===== config.mk =====
export PLATFORM = sky130hd
export DESIGN_NAME = freq_bcd_disp_flat
export DESIGN_NICKNAME = d
export VERILOG_FILES = /design/src/rtl/freq_bcd_disp_if.sv /design/src/rtl/freq_bcd_disp.sv /design/src/flat_wrapper.sv
export SDC_FILE = /design/constraint.sdc
export NUM_CORES = 1
export LEC_CHECK = 0
export ABC_AREA = 1
export BUFFER_PORTS_ARGS = -buffer_cell sky130_fd_sc_hd__clkbuf_2
export CORE_MARGIN = 1
export CORE_UTILIZATION = 45
export CTS_CLUSTER_DIAMETER = 30
export DETAILED_ROUTE_END_ITERATION = 8
export GPL_ROUTABILITY_DRIVEN = 0
export PLACE_DENSITY = 0.68
export SYNTH_ARGS = -nofsm -noshare
export SYNTH_HDL_FRONTEND = slang
export SYNTH_SLANG_ARGS = --single-unit

===== constraint.sdc =====
create_clock -name clk_50m -period 3.1 [get_ports clk_50m]
set_input_delay 0.155 -clock clk_50m [delete_from_list [all_inputs] [get_ports clk_50m]]
set_output_delay 0.155 -clock clk_50m [all_outputs]
set_load 0.005 [all_outputs]

===== src/rtl/freq_bcd_disp_if.sv =====
// Frequency result bus between the FFT control stage (master) and the BCD display block (slave).
interface freq_bcd_disp_if;
    logic [15:0] wave_freq;
    logic        freq_vaild;
    logic [19:0] bcd;
    logic        bcd_valid;
    logic        busy;

    modport master (
        output wave_freq,
        output freq_vaild,
        input  bcd,
        input  bcd_valid,
        input  busy
    );

    modport slave (
        input  wave_freq,
        input  freq_vaild,
        output bcd,
        output bcd_valid,
        output busy
    );
endinterface


===== src/rtl/freq_bcd_disp.sv =====
// Latches a 16-bit frequency, converts it to 5-digit BCD by serial double-dabble,
// and scans the last result onto a 5-digit common-anode 7-segment display.
module freq_bcd_disp #(
    parameter int unsigned SCAN_DIV   = 50000,
    parameter bit          BLANK_LEAD = 1'b1
) (
    input  logic             clk_50m,
    input  logic             rst,
    freq_bcd_disp_if.slave   bus,
    output logic [7:0]       seg,
    output logic [4:0]       sel
);
    localparam int unsigned BIN_W  = 16;
    localparam int unsigned BCD_W  = 20;
    localparam int unsigned DIG_N  = 5;
    localparam int unsigned CNT_W  = 4;
    localparam int unsigned IDX_W  = 3;
    localparam int unsigned SCAN_W = $clog2(SCAN_DIV);

    typedef enum logic [1:0] {
        ST_IDLE  = 2'd0,
        ST_SHIFT = 2'd1,
        ST_DONE  = 2'd2
    } state_t;

    state_t              r_state;
    state_t              w_state_nxt;
    logic [BIN_W-1:0]    r_sh_bin;
    logic [BCD_W-1:0]    r_sh_bcd;
    logic [CNT_W-1:0]    r_sh_cnt;
    logic                r_pending;
    logic [BIN_W-1:0]    r_pend_val;
    logic [BCD_W-1:0]    r_bcd;
    logic                r_bcd_valid;
    logic                r_busy;
    logic [SCAN_W-1:0]   r_scan_cnt;
    logic [IDX_W-1:0]    r_idx;
    logic [4:0]          r_sel;
    logic [7:0]          r_seg;

    logic                w_start;
    logic [BIN_W-1:0]    w_src;
    logic [BCD_W-1:0]    w_adj;
    logic [BIN_W+BCD_W-1:0] w_shl;
    logic                w_wrap;
    logic [IDX_W-1:0]    w_idx_nxt;
    logic [3:0]          w_dig;
    logic [DIG_N-1:0]    w_blank;
    logic [7:0]          w_seg_nxt;

    function automatic logic [7:0] seg_decode(input logic [3:0] d);
        case (d)
            4'd0:    seg_decode = 8'hC0;
            4'd1:    seg_decode = 8'hF9;
            4'd2:    seg_decode = 8'hA4;
            4'd3:    seg_decode = 8'hB0;
            4'd4:    seg_decode = 8'h99;
            4'd5:    seg_decode = 8'h92;
            4'd6:    seg_decode = 8'h82;
            4'd7:    seg_decode = 8'hF8;
            4'd8:    seg_decode = 8'h80;
            4'd9:    seg_decode = 8'h90;
            default: seg_decode = 8'hFF;
        endcase
    endfunction

    // State register
    always_ff @(posedge clk_50m) begin
        if (rst) r_state <= ST_IDLE;
        else     r_state <= w_state_nxt;
    end

    // Next-state logic
    always_comb begin
        w_state_nxt = r_state;
        case (r_state)
            ST_IDLE:  if (bus.freq_vaild || r_pending) w_state_nxt = ST_SHIFT;
            ST_SHIFT: if (r_sh_cnt == CNT_W'(15))     w_state_nxt = ST_DONE;
            ST_DONE:  w_state_nxt = ST_IDLE;
            default:  w_state_nxt = ST_IDLE;
        endcase
    end

    // Conversion controls: a fresh request beats the stored one
    always_comb begin
        w_start = (r_state == ST_IDLE) && (bus.freq_vaild || r_pending);
        w_src   = bus.freq_vaild ? bus.wave_freq : r_pend_val;
        w_adj   = r_sh_bcd;
        for (int i = 0; i < int'(DIG_N); i++) begin
            if (r_sh_bcd[4*i +: 4] >= 4'd5) w_adj[4*i +: 4] = r_sh_bcd[4*i +: 4] + 4'd3;
        end
        w_shl = {w_adj, r_sh_bin} << 1;
    end

    always_ff @(posedge clk_50m) begin
        if (rst) begin
            r_sh_bin    <= '0;
            r_sh_bcd    <= '0;
            r_sh_cnt    <= '0;
            r_pending   <= 1'b0;
            r_pend_val  <= '0;
            r_bcd       <= '0;
            r_bcd_valid <= 1'b0;
            r_busy      <= 1'b0;
        end else begin
            r_bcd_valid <= 1'b0;
            r_busy      <= (w_state_nxt != ST_IDLE);
            case (r_state)
                ST_IDLE: begin
                    if (w_start) begin
                        r_sh_bin  <= w_src;
                        r_sh_bcd  <= '0;
                        r_sh_cnt  <= '0;
                        r_pending <= 1'b0;
                    end
                end
                ST_SHIFT: begin
                    {r_sh_bcd, r_sh_bin} <= w_shl;
                    r_sh_cnt             <= CNT_W'(r_sh_cnt + 1'b1);
                end
                ST_DONE: begin
                    r_bcd       <= r_sh_bcd;
                    r_bcd_valid <= 1'b1;
                end
                default: ;
            endcase
            if ((r_state != ST_IDLE) && bus.freq_vaild) begin
                r_pending  <= 1'b1;
                r_pend_val <= bus.wave_freq;
            end
        end
    end

    // Digit scan and segment decode from the registered result
    always_comb begin
        w_wrap    = (r_scan_cnt == SCAN_W'(SCAN_DIV - 1));
        w_idx_nxt = r_idx;
        if (w_wrap) w_idx_nxt = (r_idx == IDX_W'(DIG_N - 1)) ? '0 : IDX_W'(r_idx + 1'b1);
        w_blank    = '0;
        w_blank[4] = BLANK_LEAD && (r_bcd[19:16] == 4'd0);
        w_blank[3] = w_blank[4] && (r_bcd[15:12] == 4'd0);
        w_blank[2] = w_blank[3] && (r_bcd[11:8] == 4'd0);
        w_blank[1] = w_blank[2] && (r_bcd[7:4] == 4'd0);
        case (w_idx_nxt)
            3'd1:    w_dig = r_bcd[7:4];
            3'd2:    w_dig = r_bcd[11:8];
            3'd3:    w_dig = r_bcd[15:12];
            3'd4:    w_dig = r_bcd[19:16];
            default: w_dig = r_bcd[3:0];
        endcase
        w_seg_nxt = w_blank[w_idx_nxt] ? 8'hFF : seg_decode(w_dig);
    end

    always_ff @(posedge clk_50m) begin
        if (rst) begin
            r_scan_cnt <= '0;
            r_idx      <= '0;
            r_sel      <= 5'b11110;
            r_seg      <= 8'hC0;
        end else begin
            r_scan_cnt <= w_wrap ? '0 : SCAN_W'(r_scan_cnt + 1'b1);
            r_idx      <= w_idx_nxt;
            r_sel      <= ~(5'(5'b00001 << w_idx_nxt));
            r_seg      <= w_seg_nxt;
        end
    end

    assign bus.bcd       = r_bcd;
    assign bus.bcd_valid = r_bcd_valid;
    assign bus.busy      = r_busy;
    assign seg           = r_seg;
    assign sel           = r_sel;

endmodule


===== src/flat_wrapper.sv =====
// flat-port wrapper written by rule: the top's interface ports become plain ports
module freq_bcd_disp_flat 
#(
    parameter int unsigned SCAN_DIV   = 50000,
    parameter bit          BLANK_LEAD = 1'b1
)
  (clk_50m, rst, seg, sel, bus_wave_freq, bus_freq_vaild, bus_bcd, bus_bcd_valid, bus_busy);
  freq_bcd_disp_if bus_i ();
  input  logic clk_50m;
  input  logic rst;
  output logic [7:0] seg;
  output logic [4:0] sel;
  input wire logic [$bits(bus_i.wave_freq)-1:0] bus_wave_freq;
  input wire logic [$bits(bus_i.freq_vaild)-1:0] bus_freq_vaild;
  output wire logic [$bits(bus_i.bcd)-1:0] bus_bcd;
  output wire logic [$bits(bus_i.bcd_valid)-1:0] bus_bcd_valid;
  output wire logic [$bits(bus_i.busy)-1:0] bus_busy;
  assign bus_i.wave_freq = bus_wave_freq;
  assign bus_i.freq_vaild = bus_freq_vaild;
  assign bus_bcd = bus_i.bcd;
  assign bus_bcd_valid = bus_i.bcd_valid;
  assign bus_busy = bus_i.busy;
  freq_bcd_disp #(.SCAN_DIV(SCAN_DIV), .BLANK_LEAD(BLANK_LEAD)) u_core (.clk_50m(clk_50m), .rst(rst), .bus(bus_i), .seg(seg), .sel(sel));
endmodule

==> summary.txt, run 1 <==
Global routing
  • All-Layer GR Usage: 19.8%
  • Gr ovfl total: 0
  • Largest net degree at the start of global routing: 47
  • Vias in the first global route: 4402
  • First-pass GRT wire length: 20.3 mm
  • Antenna violations before repair: 0

STA
  • Max Slew Vio Count: 0
  • Tcrit/Tclk final: 84.2%
  • Hold Fails Final Rpt: 0
  • Crit path time final: 2.61 ns
  • Setup TNS: 0 ns
  • Clock skew: 0.00525 ns
  • Setup violations, final: 0
  • Slew HR: 60.5%
  • Peak Freq: 383 MHz
  • Setup WS post-layout: 0.490 ns
  • RSZ-0062 raised after global routing: false
  • Tightest Pin Transition: 0.591 ns

Clock tree
  • Clock Root Buffer: clkbuf_16
  • # resized after CTS: 0
  • CTS tree: yes
  • Max clock buf depth: 2
  • Total CTS buffers: 9
  • CTS Hold Bufs: 0
  • H-Tree Depth: 3
  • Postcts setup bufs: 0
  • Worst skew pair latency: 0.34 ns
  • CTS sink cnt: 112
  • Clock transition at path regs: 0.07 ns

Cells and area
  • Fill cells: 1091
  • Fin nets: 817
  • Area grow syn2layout: 12.4%
  • ANT cells: 0
  • Share of post-route cells with drive strength above 1: 15.3%
  • Area of the multi-input gates: 2720 um2
  • Storage cell area: 2240 um2

Setup path
  • Crit-path slowest cell: dfxtp_1
  • Bufs and invs on worst path: 5
  • Critical path fanouts, max: 15
  • Worst path cell trace: ha_1 > nand3_4 > nor2_4 > nand2_2 > nand2_2 > nand2_4 > inv_6 > nor2_2 > nand2_1 > nand2_1 > inv_1 > nand2_1 > nor2_2 > inv_1 > ha_1 > inv_1 > nand3_1 > nand3_1 > nand3_1 > nand2_1 > inv_1
  • Worst path arrival time: 2.85 ns
  • Worst Setup Start Kind: flip-flop
  • Critical path's top delay family: simple AND/OR/NAND/NOR gates
  • Worst r2r src: u_core.r_scan_cnt[0]$_SDFF_PP0_
  • WS Path Type: reg -> reg
  • Setup crit end kind: flip-flop
  • Crit. Startpoint: u_core.r_scan_cnt[0]$_SDFF_PP0_
  • WP data required: 3.34 ns
  • Worst path max stage delay: 0.36 ns

Route
  • DRC viols: 0
  • Routed Antenna Nets: 0
  • WL per Instance: 12.9 um
  • First-pass DRT Iterations: 4
  • DR vias/cell: 5.19
  • Initial DRC Count: 271
  • Drt total wl: 12.0 mm
  • Via Count: 4808

Logic synthesis
  • #FFs+latches synth: 112
  • Post-synth EDFFs: 0
  • Synth top area share: 40.8%
  • Most frequent cells after synthesis: nand2_1 (155), dfxtp_1 (112), inv_1 (98)
  • Top cells by area, synth: dfxtp_1 (41%), nand2_1 (11%), inv_1 (6.7%)
  • Syn Inst Count: 737
  • Cell area after synthesis: 5490 um2
  • Yosys warns: 0
  • Largest area contributor in the netlist: dfxtp_1
  • Syn Nets: 775
  • Yosys cell types: 43
  • Async SR Flop Fraction: 0%
  • Mean area per synthesized cell: 7.45 um2
  • Register area share after synthesis: 40.8%
  • Primary FF master, synth: dfxtp_1
  • Most frequent cell after synthesis: nand2_1

Run status
  • Status: finished clean

Floorplan
  • Die H: 112 um
  • Initial Util: 47.1%
  • Die area: 12600 um2
  • Chip width: 112 um
  • FP Rows: 39
  • CORE AREA: 11700 um2
  • IO Count: 54

Place
  • Post-DP HPWL: 8.52 mm
  • DP Worst Slack: 0.512 ns
  • PortBufs: 52

Min path
  • Hold path startpoint: bus_wave_freq[15]
  • Worst Hold Class: in -> reg

Pwr
  • Static leakage: 0.00272 uW
  • VDD IR max: 0.251 mV
  • PwrDens: 481 nW/um2

Flow run
  • Max-cap violations: 0
==> power by group <==
| part | switching [uW] | internal [uW] |
|---|---|---|
| registers | 22.0 | 1480 |
| logic | 153 | 74.8 |
| clock network | 526 | 711 |
| total | 702 | 2260 |
==> state kept, by name (all words and copies together) (netlist names), 2 cells and up <==
register and cells:
u_core.r_pend_val 16, u_core.r_sh_bin 16, u_core.sel 5, u_core.seg 7, u_core.r_sh_cnt 4, u_core.bus.bcd 20, u_core.r_scan_cnt 16, u_core.r_state 2
u_core.r_sh_bcd 20, u_core.r_idx 3
==> worst register-to-register path, stage by stage (launching register included) <==
cell and delay [ns]:
dfxtp_1 0.36, ha_1 0.24, nand3_4 0.12, nor2_4 0.17, nand2_2 0.10, nand2_2 0.09, nand2_4 0.10, inv_6 0.14
nor2_2 0.07, nand2_1 0.05, nand2_1 0.05, inv_1 0.04, nand2_1 0.05, nor2_2 0.18, inv_1 0.11, ha_1 0.21
inv_1 0.05, nand3_1 0.09, nand3_1 0.11, nand3_1 0.07, nand2_1 0.06, inv_1 0.05
==> metal layers <==
metal,GRT usage (%),vias to the layer above,part of all wire (%)
li1,-,2474,-
met1,24.9,2212,48
met2,32.9,97,46
met3,3.78,25,2.9
met4,9.07,0,2.6
met5,0,-,0
==> cells by family after synthesis <==
kind of cell / Yosys count / synth area share [%]
adders and majority gates: 19 / 4.33
other: 1 / 0.0683
xor gates and xnor gates: 8 / 1.41
DFF: 112 / 40.8
and+or+nand+nor: 314 / 26.9
AOI/OAI and AO/OA: 137 / 14.2
buffers and inverters: 132 / 9.69
muxes: 14 / 2.55
==> metrics by stage <==
step | std cells | utilization (%) | instance area, um2 | total power [uW] | hold WS (ns)
after floorplan | 737 | - | 5490 | 1690 | 0.304
after global placement | 911 | 50.2 | 5850 | 1750 | 0.406
after detailed placement | 911 | 50.2 | 5850 | 1760 | 0.412
after CTS | 926 | 52.9 | 6170 | 3000 | 0.0387
after global routing | 926 | 52.9 | 6170 | 3090 | 0.0489
final | 926 | 52.9 | 6170 | 2970 | 0.0543
==> layout by cell type (no fill, tap or decap), drive strengths merged, types with 16 or more instances in the layout <==
cell type,count
clkbuf,61
a21oi,65
nand3,47
nand2,175
o21ai,40
inv,104
ha,19
nor2,58
dfxtp,112
nor3,16
==> cell type report <==
cell class,instances,share of cell area (%)
tap,143,2.90
inverter,103,6.35
clock inverter,6,1.50
sequential,112,36.3
multi-input combinational,493,44.1
timing repair buffer,60,5.19
clock buffer,9,3.65
==> path summary, 6_finish.rpt <==
path                                         to  slack (ns)  cells past startpoint
max                    u_core.seg[0]$_SDFF_PP0_        0.49                     21
min          u_core.r_pend_val[15]$_SDFFE_PP0P_        0.05                      3
max reg2reg            u_core.seg[0]$_SDFF_PP0_        0.49                     21
min reg2reg     u_core.r_scan_cnt[0]$_SDFF_PP0_        0.46                      1
Note: power is estimated with default switching activity, not from simulation.
==> inputs of run 2 (changes only) <==
PLACE_DENSITY = 0.71   (was 0.68)
clock period = 2.22 ns   (was 3.1 ns; I/O delays follow)
==> run 2 against run 1 <==
Net effect: clock skew up 0.00066 ns; register-to-register slack worse by 0.68 ns; cell area up 11%; via count up 6.9%; the run now ends with negative setup slack left; hold slack worse by 0.049 ns; total power up 37%; largest cell class unchanged; largest power group unchanged; setup slack worse by 0.68 ns; first-iteration DRC count up 3.7%; non-clock buffer count up 53; critical path depth down 3; sequential cell count unchanged; sequential share of layout area down 3.4 points.
==> summary.txt, run 2 (synthesized netlist as in run 1, its figures left out) <==
Run status
  • Status: finished, violations left
  • Failing checks: negative setup slack

Route
  • First-pass DRT Iterations: 5 (+1)
  • Drt total wl: 13.2 mm (+10%)
  • WL per Instance: 13.5 um (+4.4%)
  • Routed Antenna Nets: 0 (unchanged)
  • Via Count: 5140 (+6.9%)
  • Initial DRC Count: 281 (+3.7%)
  • DRC viols: 0 (unchanged)
  • DR vias/cell: 5.24 (+1.0%)

Global routing
  • First-pass GRT wire length: 21.7 mm (+6.9%)
  • Gr ovfl total: 0 (unchanged)
  • Antenna violations before repair: 0 (unchanged)
  • All-Layer GR Usage: 21.3% (+1.5 points)
  • Vias in the first global route: 4798 (+9.0%)
  • Largest net degree at the start of global routing: 48 (+2.1%)

Setup path
  • Worst r2r src: u_core.r_scan_cnt[1]$_SDFF_PP0_
  • Worst R2R End: u_core.seg[3]$_SDFF_PP0_
  • WP data required: 2.47 ns (-0.87 ns)
  • Reg2reg setup slack: -0.19 ns (-0.68 ns)
  • Crit-path slowest cell: dfxtp_2
  • Worst Setup Start Kind: flip-flop
  • WS Path Type: reg -> reg
  • Setup crit end kind: flip-flop
  • Worst path arrival time: 2.66 ns (-0.19 ns)
  • Bufs and invs on worst path: 5 (unchanged)
  • Worst path max stage delay: 0.35 ns (about the same)
  • Worst reg2reg path depth: 18 (-14%)
  • Critical path fanouts, max: 6 (-9)
  • Worst path cell trace: ha_4 > nand3_4 > nor2_4 > buf_6 > nand3_4 > nand2_8 > buf_12 > xor2_4 > nor2_2 > nor2_4 > inv_2 > ha_1 > inv_1 > nand2_2 > nand3_2 > nand3_2 > nand2_1 > inv_1
  • Critical path's top delay family: simple AND/OR/NAND/NOR gates

STA
  • Crit path time final: 2.41 ns (-0.201 ns)
  • Setup TNS: -0.963 ns (-0.963 ns)
  • Slew HR: 64.1% (+3.6 points)
  • Tightest Pin Transition: 0.538 ns (-0.0530 ns)
  • Tcrit/Tclk final: 108% (+24 points)
  • Hold Worst Slack: 0.00556 ns (-0.0487 ns)
  • Hold Fails Final Rpt: 0 (unchanged)
  • Max Slew Vio Count: 0 (unchanged)
  • Peak Freq: 415 MHz (+8.4%)
  • Setup violations, final: 7 (+7)
  • RSZ-0062 raised after global routing: true
  • Setup WS post-layout: -0.189 ns (-0.679 ns)
  • Clock skew: 0.00591 ns (+0.000660 ns)

Floorplan
  • Initial Util: 47.1% (unchanged)
  • CORE AREA: 11700 um2 (unchanged)
  • FP Rows: 39 (unchanged)
  • IO Count: 54 (unchanged)
  • Chip width: 112 um (unchanged)
  • Die area: 12600 um2 (unchanged)
  • Die H: 112 um (unchanged)

Clock tree
  • Clock Root Buffer: clkbuf_16
  • H-Tree Depth: 3 (unchanged)
  • Clock transition at path regs: 0.07 ns (about the same)
  • Worst skew pair latency: 0.35 ns (about the same)
  • Total CTS buffers: 9 (unchanged)
  • Max clock buf depth: 2 (unchanged)
  • CTS sink cnt: 112 (unchanged)
  • CTS tree: yes

Pwr
  • Power Internal: 3070 uW (+35%)
  • PwrDens: 593 nW/um2 (+23%)
  • VDD IR max: 0.589 mV (+130%)
  • Comb power frac: 8.4% (+0.7 points)
  • Seq pwr share: 51.7% (+1.1 points)
  • Static leakage: 0.00304 uW (+12%)
  • Total power draw: 4060 uW (+37%)
  • Switching Share: 24.4% (+0.74 points)
  • Clk pwr share: 39.9% (-1.8 points)
  • NetSw: 990 uW (+41%)

Place
  • DP Worst Slack: -0.154 ns (-0.666 ns)
  • PortBufs: 52 (unchanged)
  • Area after DPL: 6110 um2 (+4.5%)
  • Post-DP HPWL: 8.82 mm (+3.4%)

Cells and area
  • Share of post-route cells with drive strength above 1: 26.4% (+11 points)
  • Fin nets: 870 (+6.5%)
  • Area grow syn2layout: 24.5%
  • Most frequent cells in the layout: nand2_1 (141), dfxtp_1 (105), inv_1 (92)
  • ANT cells: 0 (unchanged)
  • Final Cell Area: 6830 um2 (+11%)
  • Fill cells: 1027 (-5.9%)
  • Commonest non-fill, non-tap cell in the layout: nand2_1

Min path
  • Hold Path End: u_core.r_pend_val[0]$_SDFFE_PP0P_
  • Worst Hold Class: in -> reg
  • Hold Path Depth: 3 (unchanged)
  • Hold path startpoint: bus_wave_freq[0]

Flow run
  • Max-cap violations: 0 (unchanged)
run 2: cell count changes in the layout (fill, tap and decap cells not counted), moves of 6 or more:
cell and delta:
dfxtp_2 +7, dfxtp_1 -7, nand2_2 +7, nand3_1 -11, buf_4 +44, nand3_2 +9
inv_1 -6, nand2_4 +6, nor2_1 -8, nand2_1 -14
run 2: metrics by stage:
| stage | instances | utilization, % |
|---|---|---|
| 2_1_floorplan | 737 | - |
| 3_3_place_gp | 942 | 52.4 |
| 3_5_place_dp | 942 | 52.4 |
| 4_1_cts | 970 | 56.7 |
| 5_1_grt | 980 | 58.6 |
| 6_report | 980 | 58.6 |
run 2: what timing repair did:
| action | 4_1_cts | 5_1_grt |
|---|---|---|
| setup endpoints to repair | 7 | 8 |
| pin swaps | 14 | 26 |
| hold endpoints to repair | 5 | 0 |
| setup buffers | 8 | 10 |
| resized for setup | 26 | 37 |
| hold buffers | 5 | 0 |
run 2: power groups by stage:
stage | clock, uW | sequential [uW] | combinational [uW]
finish | 1620 | 2100 | 342
global route | 1740 | 2100 | 384
CTS | 1660 | 2100 | 343
detailed placement | 0 | 2140 | 334
global placement | 0 | 2140 | 325
floorplan | 0 | 2140 | 229
run 2: tightest hold or removal path, cell delays in order:
cell      delay (ns)
clkbuf_2        0.09
nand2_1         0.06
a21oi_1         0.05
run 2: metal layers:
layer,track usage (%),vias up,wire [um]
li1,-,2582,-
met1,25.8,2402,5840
met2,37.4,133,6580
met3,3.51,23,558
met4,8.89,0,251
met5,0,-,0
run 2: worst max path at each step:
stage                                     from                       end  slack, ns  depth (start not counted)
2_1_floorplan       u_core.r_idx[1]$_SDFF_PP0_  u_core.seg[3]$_SDFF_PP0_       0.01                         22
3_3_place_gp        u_core.r_idx[1]$_SDFF_PP0_  u_core.seg[3]$_SDFF_PP0_      -0.05                         20
3_5_place_dp   u_core.r_scan_cnt[1]$_SDFF_PP0_  u_core.seg[3]$_SDFF_PP0_      -0.15                         20
4_1_cts        u_core.r_scan_cnt[0]$_SDFF_PP0_  u_core.seg[3]$_SDFF_PP0_      -0.07                         21
5_1_grt        u_core.r_scan_cnt[6]$_SDFF_PP0_  u_core.seg[5]$_SDFF_PP0_      -0.33                         22
6_report       u_core.r_scan_cnt[1]$_SDFF_PP0_  u_core.seg[3]$_SDFF_PP0_      -0.19                         18
run 2: layout make-up:
cell class / instances / area, um2 / area share, %
multi-input combinational: 493 / 2960 / 43.3
tap: 143 / 179 / 2.62
inverter: 103 / 394 / 5.77
timing repair buffer: 113 / 754 / 11.0
clock inverter: 6 / 68.8 / 1.01
clock buffer: 10 / 229 / 3.35
sequential: 112 / 2250 / 32.9
